--- src/rtl/polar_to_cart_if.sv ---
// Stream, lookup and result signals of polar_to_cart, grouped as one bundle.
// The slave modport is the converter; the master modport is its environment.
interface polar_to_cart_if;
    logic        valid_in;
    logic        ready_out;
    logic [15:0] radius_in;
    logic [15:0] angle_in;
    logic [15:0] lut_angle_out;
    logic [15:0] lut_cos_abs_in;
    logic [15:0] lut_sin_abs_in;
    logic        lut_cos_sign_in;
    logic        lut_sin_sign_in;
    logic        valid_out;
    logic        ready_in;
    logic [16:0] x_out;
    logic [16:0] y_out;
    logic        err_out;

    modport slave (
        input  valid_in, radius_in, angle_in,
        input  lut_cos_abs_in, lut_sin_abs_in, lut_cos_sign_in, lut_sin_sign_in,
        input  ready_in,
        output ready_out, lut_angle_out, valid_out, x_out, y_out, err_out
    );

    modport master (
        output valid_in, radius_in, angle_in,
        output lut_cos_abs_in, lut_sin_abs_in, lut_cos_sign_in, lut_sin_sign_in,
        output ready_in,
        input  ready_out, lut_angle_out, valid_out, x_out, y_out, err_out
    );
endinterface

--- src/rtl/polar_to_cart.sv ---
// Polar (radius, whole-degree angle) to cartesian converter using an external cos/sin lookup.
// Non-stalling pipeline feeding an output FIFO; admission is limited by FIFO space plus samples in flight.
module polar_to_cart #(
    parameter int LUT_LATENCY = 2,
    parameter int FIFO_DEPTH  = 4
) (
    input logic            clk_in,
    input logic            rst_n_in,
    polar_to_cart_if.slave bus
);
    localparam int AW = (FIFO_DEPTH > 1) ? $clog2(FIFO_DEPTH) : 1;
    localparam int CW = AW + 1;
    localparam logic [CW:0] DEPTH_W = (CW + 1)'(FIFO_DEPTH);
    localparam logic [CW-1:0] DEPTH_C = CW'(FIFO_DEPTH);

    // S0 capture
    logic [15:0] radius_q;
    logic [15:0] angle_q;
    logic        s0_valid_q;
    logic        err_q;
    logic        rdy_en_q;

    // Lookup-latency delay line: signs are taken while the address is on lut_angle_out
    logic [LUT_LATENCY-1:0] dly_valid_q;
    logic [LUT_LATENCY-1:0] dly_cos_sign_q;
    logic [LUT_LATENCY-1:0] dly_sin_sign_q;
    logic [15:0]            dly_radius_q [LUT_LATENCY];

    // Multiply stage
    logic        mul_valid_q;
    logic        mul_cos_sign_q;
    logic        mul_sin_sign_q;
    logic [31:0] prod_x_q;
    logic [31:0] prod_y_q;

    // Output FIFO
    logic [16:0]   fifo_x_q [FIFO_DEPTH];
    logic [16:0]   fifo_y_q [FIFO_DEPTH];
    logic [AW-1:0] wr_ptr_q;
    logic [AW-1:0] rd_ptr_q;
    logic [CW-1:0] fifo_count_q;
    logic [CW-1:0] fifo_count_d;
    logic [CW-1:0] in_flight_q;
    logic [CW-1:0] in_flight_d;

    logic [CW:0]   occupancy;
    logic          ready;
    logic          accept;
    logic          illegal_angle;
    logic          push;
    logic          pop;
    logic          fifo_nonempty;
    logic [16:0]   mag_x;
    logic [16:0]   mag_y;
    logic [16:0]   res_x;
    logic [16:0]   res_y;
    logic          unused_prod_bits;

    assign occupancy     = {1'b0, fifo_count_q} + {1'b0, in_flight_q};
    assign ready         = rdy_en_q && (occupancy < DEPTH_W);
    assign accept        = bus.valid_in && ready;
    assign illegal_angle = bus.angle_in >= 16'd360;
    assign fifo_nonempty = fifo_count_q != '0;
    assign push          = mul_valid_q;
    assign pop           = fifo_nonempty && bus.ready_in;

    // Truncating Q1.15 scale; a zero magnitude negates to zero, so no negative zero can appear
    assign mag_x = prod_x_q[31:15];
    assign mag_y = prod_y_q[31:15];
    assign res_x = mul_cos_sign_q ? mag_x : (17'd0 - mag_x);
    assign res_y = mul_sin_sign_q ? mag_y : (17'd0 - mag_y);
    assign unused_prod_bits = ^{prod_x_q[14:0], prod_y_q[14:0]};

    always_comb begin
        fifo_count_d = fifo_count_q;
        if (push && !pop) begin
            fifo_count_d = fifo_count_q + CW'(1);
        end else if (!push && pop) begin
            fifo_count_d = fifo_count_q - CW'(1);
        end
        in_flight_d = in_flight_q;
        if (accept && !push) begin
            in_flight_d = in_flight_q + CW'(1);
        end else if (!accept && push) begin
            in_flight_d = in_flight_q - CW'(1);
        end
    end

    always_ff @(posedge clk_in or negedge rst_n_in) begin
        if (!rst_n_in) begin
            radius_q       <= '0;
            angle_q        <= '0;
            s0_valid_q     <= 1'b0;
            err_q          <= 1'b0;
            rdy_en_q       <= 1'b0;
            dly_valid_q    <= '0;
            dly_cos_sign_q <= '0;
            dly_sin_sign_q <= '0;
            for (int k = 0; k < LUT_LATENCY; k++) begin
                dly_radius_q[k] <= '0;
            end
            mul_valid_q    <= 1'b0;
            mul_cos_sign_q <= 1'b0;
            mul_sin_sign_q <= 1'b0;
            prod_x_q       <= '0;
            prod_y_q       <= '0;
            for (int k = 0; k < FIFO_DEPTH; k++) begin
                fifo_x_q[k] <= '0;
                fifo_y_q[k] <= '0;
            end
            wr_ptr_q       <= '0;
            rd_ptr_q       <= '0;
            fifo_count_q   <= '0;
            in_flight_q    <= '0;
        end else begin
            rdy_en_q   <= 1'b1;
            s0_valid_q <= accept;
            err_q      <= accept && illegal_angle;
            if (accept) begin
                radius_q <= bus.radius_in;
                angle_q  <= illegal_angle ? 16'd0 : bus.angle_in;
            end

            dly_valid_q[0]    <= s0_valid_q;
            dly_cos_sign_q[0] <= bus.lut_cos_sign_in;
            dly_sin_sign_q[0] <= bus.lut_sin_sign_in;
            dly_radius_q[0]   <= radius_q;
            for (int k = 1; k < LUT_LATENCY; k++) begin
                dly_valid_q[k]    <= dly_valid_q[k-1];
                dly_cos_sign_q[k] <= dly_cos_sign_q[k-1];
                dly_sin_sign_q[k] <= dly_sin_sign_q[k-1];
                dly_radius_q[k]   <= dly_radius_q[k-1];
            end

            mul_valid_q    <= dly_valid_q[LUT_LATENCY-1];
            mul_cos_sign_q <= dly_cos_sign_q[LUT_LATENCY-1];
            mul_sin_sign_q <= dly_sin_sign_q[LUT_LATENCY-1];
            prod_x_q       <= 32'(dly_radius_q[LUT_LATENCY-1]) * 32'(bus.lut_cos_abs_in);
            prod_y_q       <= 32'(dly_radius_q[LUT_LATENCY-1]) * 32'(bus.lut_sin_abs_in);

            if (push) begin
                fifo_x_q[wr_ptr_q] <= res_x;
                fifo_y_q[wr_ptr_q] <= res_y;
                wr_ptr_q           <= wr_ptr_q + AW'(1);
            end
            if (pop) begin
                rd_ptr_q <= rd_ptr_q + AW'(1);
            end
            fifo_count_q <= fifo_count_d;
            in_flight_q  <= in_flight_d;

            // Admission control makes these unreachable; they guard against a broken count
            assert (!(push && !pop && fifo_count_q == DEPTH_C));
            assert (!(push && in_flight_q == '0));
        end
    end

    assign bus.ready_out     = ready;
    assign bus.lut_angle_out = angle_q;
    assign bus.err_out       = err_q;
    assign bus.valid_out     = fifo_nonempty;
    assign bus.x_out         = fifo_nonempty ? fifo_x_q[rd_ptr_q] : 17'd0;
    assign bus.y_out         = fifo_nonempty ? fifo_y_q[rd_ptr_q] : 17'd0;
endmodule
--- src/flat_wrapper.sv ---
// flat-port wrapper written by rule: the top's interface ports become plain ports
module polar_to_cart_flat 
#(
    parameter int LUT_LATENCY = 2,
    parameter int FIFO_DEPTH  = 4
)
  (clk_in, rst_n_in, bus_valid_in, bus_radius_in, bus_angle_in, bus_lut_cos_abs_in, bus_lut_sin_abs_in, bus_lut_cos_sign_in, bus_lut_sin_sign_in, bus_ready_in, bus_ready_out, bus_lut_angle_out, bus_valid_out, bus_x_out, bus_y_out, bus_err_out);
  polar_to_cart_if bus_i ();
  input logic clk_in;
  input logic rst_n_in;
  input wire logic [$bits(bus_i.valid_in)-1:0] bus_valid_in;
  input wire logic [$bits(bus_i.radius_in)-1:0] bus_radius_in;
  input wire logic [$bits(bus_i.angle_in)-1:0] bus_angle_in;
  input wire logic [$bits(bus_i.lut_cos_abs_in)-1:0] bus_lut_cos_abs_in;
  input wire logic [$bits(bus_i.lut_sin_abs_in)-1:0] bus_lut_sin_abs_in;
  input wire logic [$bits(bus_i.lut_cos_sign_in)-1:0] bus_lut_cos_sign_in;
  input wire logic [$bits(bus_i.lut_sin_sign_in)-1:0] bus_lut_sin_sign_in;
  input wire logic [$bits(bus_i.ready_in)-1:0] bus_ready_in;
  output wire logic [$bits(bus_i.ready_out)-1:0] bus_ready_out;
  output wire logic [$bits(bus_i.lut_angle_out)-1:0] bus_lut_angle_out;
  output wire logic [$bits(bus_i.valid_out)-1:0] bus_valid_out;
  output wire logic [$bits(bus_i.x_out)-1:0] bus_x_out;
  output wire logic [$bits(bus_i.y_out)-1:0] bus_y_out;
  output wire logic [$bits(bus_i.err_out)-1:0] bus_err_out;
  assign bus_i.valid_in = bus_valid_in;
  assign bus_i.radius_in = bus_radius_in;
  assign bus_i.angle_in = bus_angle_in;
  assign bus_i.lut_cos_abs_in = bus_lut_cos_abs_in;
  assign bus_i.lut_sin_abs_in = bus_lut_sin_abs_in;
  assign bus_i.lut_cos_sign_in = bus_lut_cos_sign_in;
  assign bus_i.lut_sin_sign_in = bus_lut_sin_sign_in;
  assign bus_i.ready_in = bus_ready_in;
  assign bus_ready_out = bus_i.ready_out;
  assign bus_lut_angle_out = bus_i.lut_angle_out;
  assign bus_valid_out = bus_i.valid_out;
  assign bus_x_out = bus_i.x_out;
  assign bus_y_out = bus_i.y_out;
  assign bus_err_out = bus_i.err_out;
  polar_to_cart #(.LUT_LATENCY(LUT_LATENCY), .FIFO_DEPTH(FIFO_DEPTH)) u_core (.clk_in(clk_in), .rst_n_in(rst_n_in), .bus(bus_i));
endmodule
--- config.mk ---
export PLATFORM = sky130hd
export DESIGN_NAME = polar_to_cart_flat
export DESIGN_NICKNAME = d
export VERILOG_FILES = /design/src/rtl/polar_to_cart_if.sv /design/src/rtl/polar_to_cart.sv /design/src/flat_wrapper.sv
export SDC_FILE = /design/constraint.sdc
export NUM_CORES = 2
export LEC_CHECK = 0
export BUFFER_PORTS_ARGS = -buffer_cell sky130_fd_sc_hd__buf_4
export CAP_MARGIN = 20
export CELL_PAD_IN_SITES_DETAIL_PLACEMENT = 0
export CELL_PAD_IN_SITES_GLOBAL_PLACEMENT = 1
export CORE_ASPECT_RATIO = 2
export CORE_MARGIN = 3
export CORE_UTILIZATION = 50
export CTS_CLUSTER_DIAMETER = 150
export DETAILED_ROUTE_END_ITERATION = 8
export GPL_ROUTABILITY_DRIVEN = 0
export GPL_TIMING_DRIVEN = 0
export PLACE_DENSITY = 0.94
export SLEW_MARGIN = 20
export SYNTH_ARGS = -nofsm -noshare
export SYNTH_HDL_FRONTEND = slang
export SYNTH_SLANG_ARGS = --single-unit
--- constraint.sdc ---
create_clock -name clk_in -period 6.65 [get_ports clk_in]
set_input_delay 0.3325 -clock clk_in [delete_from_list [all_inputs] [get_ports clk_in]]
set_output_delay 0.3325 -clock clk_in [all_outputs]
set_load 0.005 [all_outputs]
Word level (Yosys, flattened, before mapping)
Cells that the tools add are included.
- input port bits: 70
- word-level logic and storage cells: 79
- register bits after elaboration: 286
- add/sub/neg operators: 9
- multiplexer cells: 19
- multipliers: 2
- $lt $le $gt $ge: 5
- reduce and logical (&&, ||, !) cells: 15
- bitwise operators: 2
- operator list (operator ; count):
    two-way mux 17 bit ; 9
    bitwise mux 68 bit ; 2
    binary-select mux 17 bit (select 2 bit) ; 2
    multiplier 16 x 16 -> 32 bit ; 2
    demux 17 bit (select 2 bit) ; 1
    subtractor 1 x 17 -> 17 bit, first input constant ; 2
    greater-or-equal comparator 16 x 9 -> 1 bit, second input constant ; 1
    two-way mux 16 bit ; 1
    two-way mux 3 bit ; 4
    logical AND 1 bit ; 9
    adder 3 x 1 -> 3 bit, second input constant ; 2
    greater-or-equal comparator 3 bit, second input constant ; 2
    inverter 2 -> 3 bit ; 2
    subtractor 3 x 1 -> 3 bit, second input constant ; 2
    adder 2 x 1 -> 2 bit, second input constant ; 2
    adder 3 x 3 -> 4 bit ; 1
    < comparator 4 x 3 -> 1 bit, second input constant ; 1
    nonzero test 2 bit ; 2
    logical NOT 1 bit ; 3
    < comparator 3 x 1 -> 1 bit, second input constant ; 1
    nonzero test 3 bit ; 1

Depth between registers and ports, before layout
- depth in word-level cells: 8
- mapped depth: 24

Least setup slack after synthesis
Ideal clock, no wire load.
- path kind: register to register
- from: register u_core.dly_radius_q[12] (netlist bit)
- to: register u_core.prod_x_q[30]
- data arrival time: 5622 ps
- cell stages (with the launch flop): 19
- buffers on the path: 1
- path slack: 902 ps
- cells stage by stage: dfrtp_1 -> clkbuf_1 -> nand2_1 -> fa_1 -> fa_1 -> fa_1 -> inv_1 -> fa_1 -> fa_1 -> inv_1 -> fa_1 -> inv_1 -> ha_1 -> nand2_2 -> or3_1 -> a2111oi_2 -> a31oi_1 -> o2bb2ai_2 -> a311o_1
- word-level cells in the longest chain between the ends: 1
- RTL lines (item ; line ; source):
    start: declaration ; polar_to_cart.sv:27 ; logic [15:0] dly_radius_q [LUT_LATENCY];
    start signal: indexed assignment ; polar_to_cart.sv:132 ; dly_radius_q[k] <= dly_radius_q[k-1];
    multiplier 16 x 16 -> 32 bit ; polar_to_cart.sv:138 ; prod_x_q <= 32'(dly_radius_q[LUT_LATENCY-1]) * 32'(bus.lut_cos_abs_in);
    end signal: assignment ; polar_to_cart.sv:138 ;
    end: declaration ; polar_to_cart.sv:33 ; logic [31:0] prod_x_q;
Every way passes these cells.
A chain may end at the register's enable or synchronous reset.

Worst setup path after layout
- from: register u_core.dly_radius_q[13] (netlist bit)
- to: register u_core.prod_x_q[30]
The elaborated chain is that of the path after synthesis.

==> impl_metrics.tcl <==
set metrics [dict create \
    clkSlewWorstSetupHoldPaths_ns 0.07 \
    async_flop_share_pct 100 \
    vias_per_cell 5.57 \
    relSlewSlack_pct 41.9 \
    status "complete, no violations" \
    start_util_pct 50.5 \
    fin_nets 3621 \
    path_class "reg2reg" \
    die_w_um 169 \
    grt_pass1_vias 22700 \
    drive_gt1_share_pct 9.00 \
    slew_viol_final 0 \
    synth_common_cells "nand2_1 (542), inv_1 (445), fa_1 (388)" \
    timing.rr.start "u_core.dly_radius_q[13]" \
    synth_mux_area_share_pct 3.07 \
    grt_overflow_total 0 \
    drt_iter0_drc 1404 \
    yosysWarnings 0 \
    worstHoldPathType "in2reg" \
    fin_total_pwr_uw 3150 \
    io-pin-count 123 \
    yosys.cell_count.top_type "nand2_1" \
    tightestPinTransition_ns 0.871 \
    synthTopCellsByArea "fa_1 (29%), dfrtp_1 (24%), ha_1 (10%)" \
    htreeDepth 1 \
    period_share_pct 98.2 \
    area_delta_synth_final_pct 11.2 \
    r2r_slack_ns 0.12 \
    routedWlPerCell_um 20.4 \
    crit_fanout 10 \
    finClkSkew_ns 0.0297 \
    stdcell_count 3633 \
    die_h_um 332 \
    die_area_mm2 0.0562 \
    synth-simple-area-share_pct 16.6 \
    r2r_cells 21 \
    portBuffers 122 \
    synth_edf_count 0 \
    start_kind "flip-flop" \
    grt.total_usage_pct 26.9 \
    yosysSeqAreaShare_pct 24.1 \
    hold_ws_ns 0.0281 \
    synth_flop_cell "dfrtp_1" \
    ys_ff_latch 256 \
    cts_sinks 256 \
    synthCells 2781 \
    rows 119 \
    worstPathArrival_ns 6.93 \
    dp_hpwl_mm 61.2 \
    num_vias 20200 \
    numCtsBuffers 25 \
    drv_cap 0 \
    syn-cell-area_mm2 0.0266 \
    placed_cell_area_mm2 0.0284 \
    max-vdd-ir-drop_uv 158 \
    dp.cells 3570 \
    endpoint "u_core.prod_x_q[30]" \
    hold_viol 0 \
    synth_top_area_share_pct 29.2 \
    clockBufferDepth 3 \
    synth_top_family_by_area "adder cells" \
    syn_avg_cell_area_um2 9.57 \
    synth_top_area_cell "fa_1" \
    tritoncts "done" \
    cts_setup_buffers 0 \
    fillerInstances 4703 \
    multi_input_area_mm2 0.0181 \
    synth_compound_area_share_pct 6.46 \
    synth_fa_ha_area_share_pct 39.2 \
    grt_max_degree 101 \
    clk-insertion-delay-late_ns 0.55 \
    core_area_mm2 0.0527 \
    syn_nets 3451 \
    antenna_found_initial 0 \
    register_area_mm2 0.00641 \
    p_leak_uw 0.0153 \
    power_density_mw_per_mm2 106 \
    cp.required_ns 7.05 \
    drcViolationCount 0 \
    fin_area_mm2 0.0296 \
    fmax_ghz 0.153 \
    firstDrtPassIters 5 \
    grt_pass1_wl_mm 118 \
    clockRootBuffer "clkbuf_16" \
    setup_viol 0 \
    crit_start "u_core.dly_radius_q[13]" \
    synthDistinctLibCells 62 \
    totalWireLength_mm 74.0 \
    cp-end-kind "flip-flop" \
    layout_min_cycle_time_ns 6.53 \
    synth-xor-area-share_pct 2.57 \
    worst_r2r_endpoint "u_core.prod_x_q[30]" \
    ant_nets 0 \
]
[what timing repair did]
action,4_1_cts,5_1_grt
setup endpoints to repair,29,14
pin swaps,0,1
gates cloned,0,0
hold endpoints to repair,78,0
hold buffers,19,0
resized for setup,34,55
[state kept, by name, indices dropped and copies added (netlist names), 2 cells and up]
name	cells
u_core.fifo_x_q	68
u_core.fifo_y_q	68
u_core.dly_radius_q	32
u_core.prod_x_q	17
u_core.prod_y_q	17
u_core.bus.lut_angle_out	16
u_core.radius_q	16
u_core.fifo_count_q	3
u_core.in_flight_q	3
u_core.dly_cos_sign_q	2
u_core.dly_sin_sign_q	2
u_core.dly_valid_q	2
u_core.rd_ptr_q	2
u_core.wr_ptr_q	2
[report_power, final]
group	total, uW	internal, uW	leakage (uW)	switching [uW]
clock network	1440	841	0.000394	603
logic	143	43.1	0.0114	100
registers	1560	1560	0.00355	1.09
[critical path: stages (launching register included)]
cell       delay, ns
dfrtp_1         0.45
clkbuf_2        0.28
and2_1          0.23
fa_1            0.54
inv_1           0.05
fa_1            0.56
fa_1            0.55
inv_1           0.06
fa_1            0.52
fa_1            0.51
inv_1           0.06
fa_1            0.49
inv_1           0.05
ha_1            0.40
a21oi_1         0.20
o21ai_0         0.23
a21oi_1         0.26
o21ai_0         0.11
a31oi_1         0.28
o2bb2ai_2       0.21
nor3_2          0.08
a311o_1         0.27
[metal layers]
layer | vias up | share of wire (%) | GRT usage (%)
met4 | 0 | 9.0 | 19.1
met3 | 368 | 5.7 | 4.01
met5 | - | 0 | 0
li1 | 8921 | - | -
met1 | 10100 | 32 | 26.5
met2 | 841 | 54 | 50.1
[worst min path at each step]
stage / slack (ns) / from / depth (start not counted) / to
2_1_floorplan: 0.04 / rst_n_in / 0 / u_core.bus.err_out
3_3_place_gp: 0.33 / u_core.dly_radius_q[22] / 0 / u_core.dly_radius_q[6]
6_report: 0.03 / bus_angle_in[0] / 3 / u_core.bus.lut_angle_out[0]
5_1_grt: 0.02 / bus_angle_in[0] / 3 / u_core.bus.lut_angle_out[0]
3_5_place_dp: 0.29 / rst_n_in / 1 / u_core.fifo_x_q[58]
4_1_cts: 0.006 / bus_angle_in[0] / 3 / u_core.bus.lut_angle_out[0]
[metrics by stage]
step	util [%]	worst slack, ns	setup TNS (ns)
floorplan	-	0.902	0
detailed placement	53.9	-0.538	-8.27
finish	56.1	0.120	0
CTS	56.0	0.00704	0
global placement	53.8	-0.480	-5.89
global route	56.1	-0.00878	-0.00889
[area by class of cell]
class	count	share of cell area, %
diodes	1	0.00846
multi-input cells	1953	61.2
well taps	665	2.81
inverters	446	5.66
repair buffers	143	3.95
plain buffers	126	1.88
clock buffers	32	2.31
flip-flops and latches	256	21.7
clock inverters	11	0.499
[kinds of logic (layout without fill, tap and decap cells)]
logic type,Yosys count,count (layout)
adder cells (fa/ha/maj),600,600
AND/OR/NAND/NOR,943,943
multiplexers,39,39
XOR/XNOR,78,78
AO/OA/AOI/OAI,292,292
flip-flops,256,256
buffers and inverters,572,758
other,1,2
[placed cells by master (no fill, tap or decap), drive strengths merged, types with 2 or more instances in the layout]
cell type,instances
nor4,8
a21o,25
bufinv,3
a2111oi,3
dfrtp,256
a31oi,9
o21a,5
clkbuf,140
nand3,17
nor2b,6
o221ai,2
clkinvlp,4
a41oi,3
mux2,2
mux4,34
inv,446
and3,5
o21ai,146
nand4,10
o21bai,13
nor2,47
nand2b,3
buf,142
ha,212
o22ai,2
a211oi,5
xor2,26
fa,388
nand2,543
and2,279
xnor2,52
dlygate4sd3,19
nor3,15
a21oi,68
clkinv,4
mux2i,3
or3,4
Power figures use the tool's default switching activity.
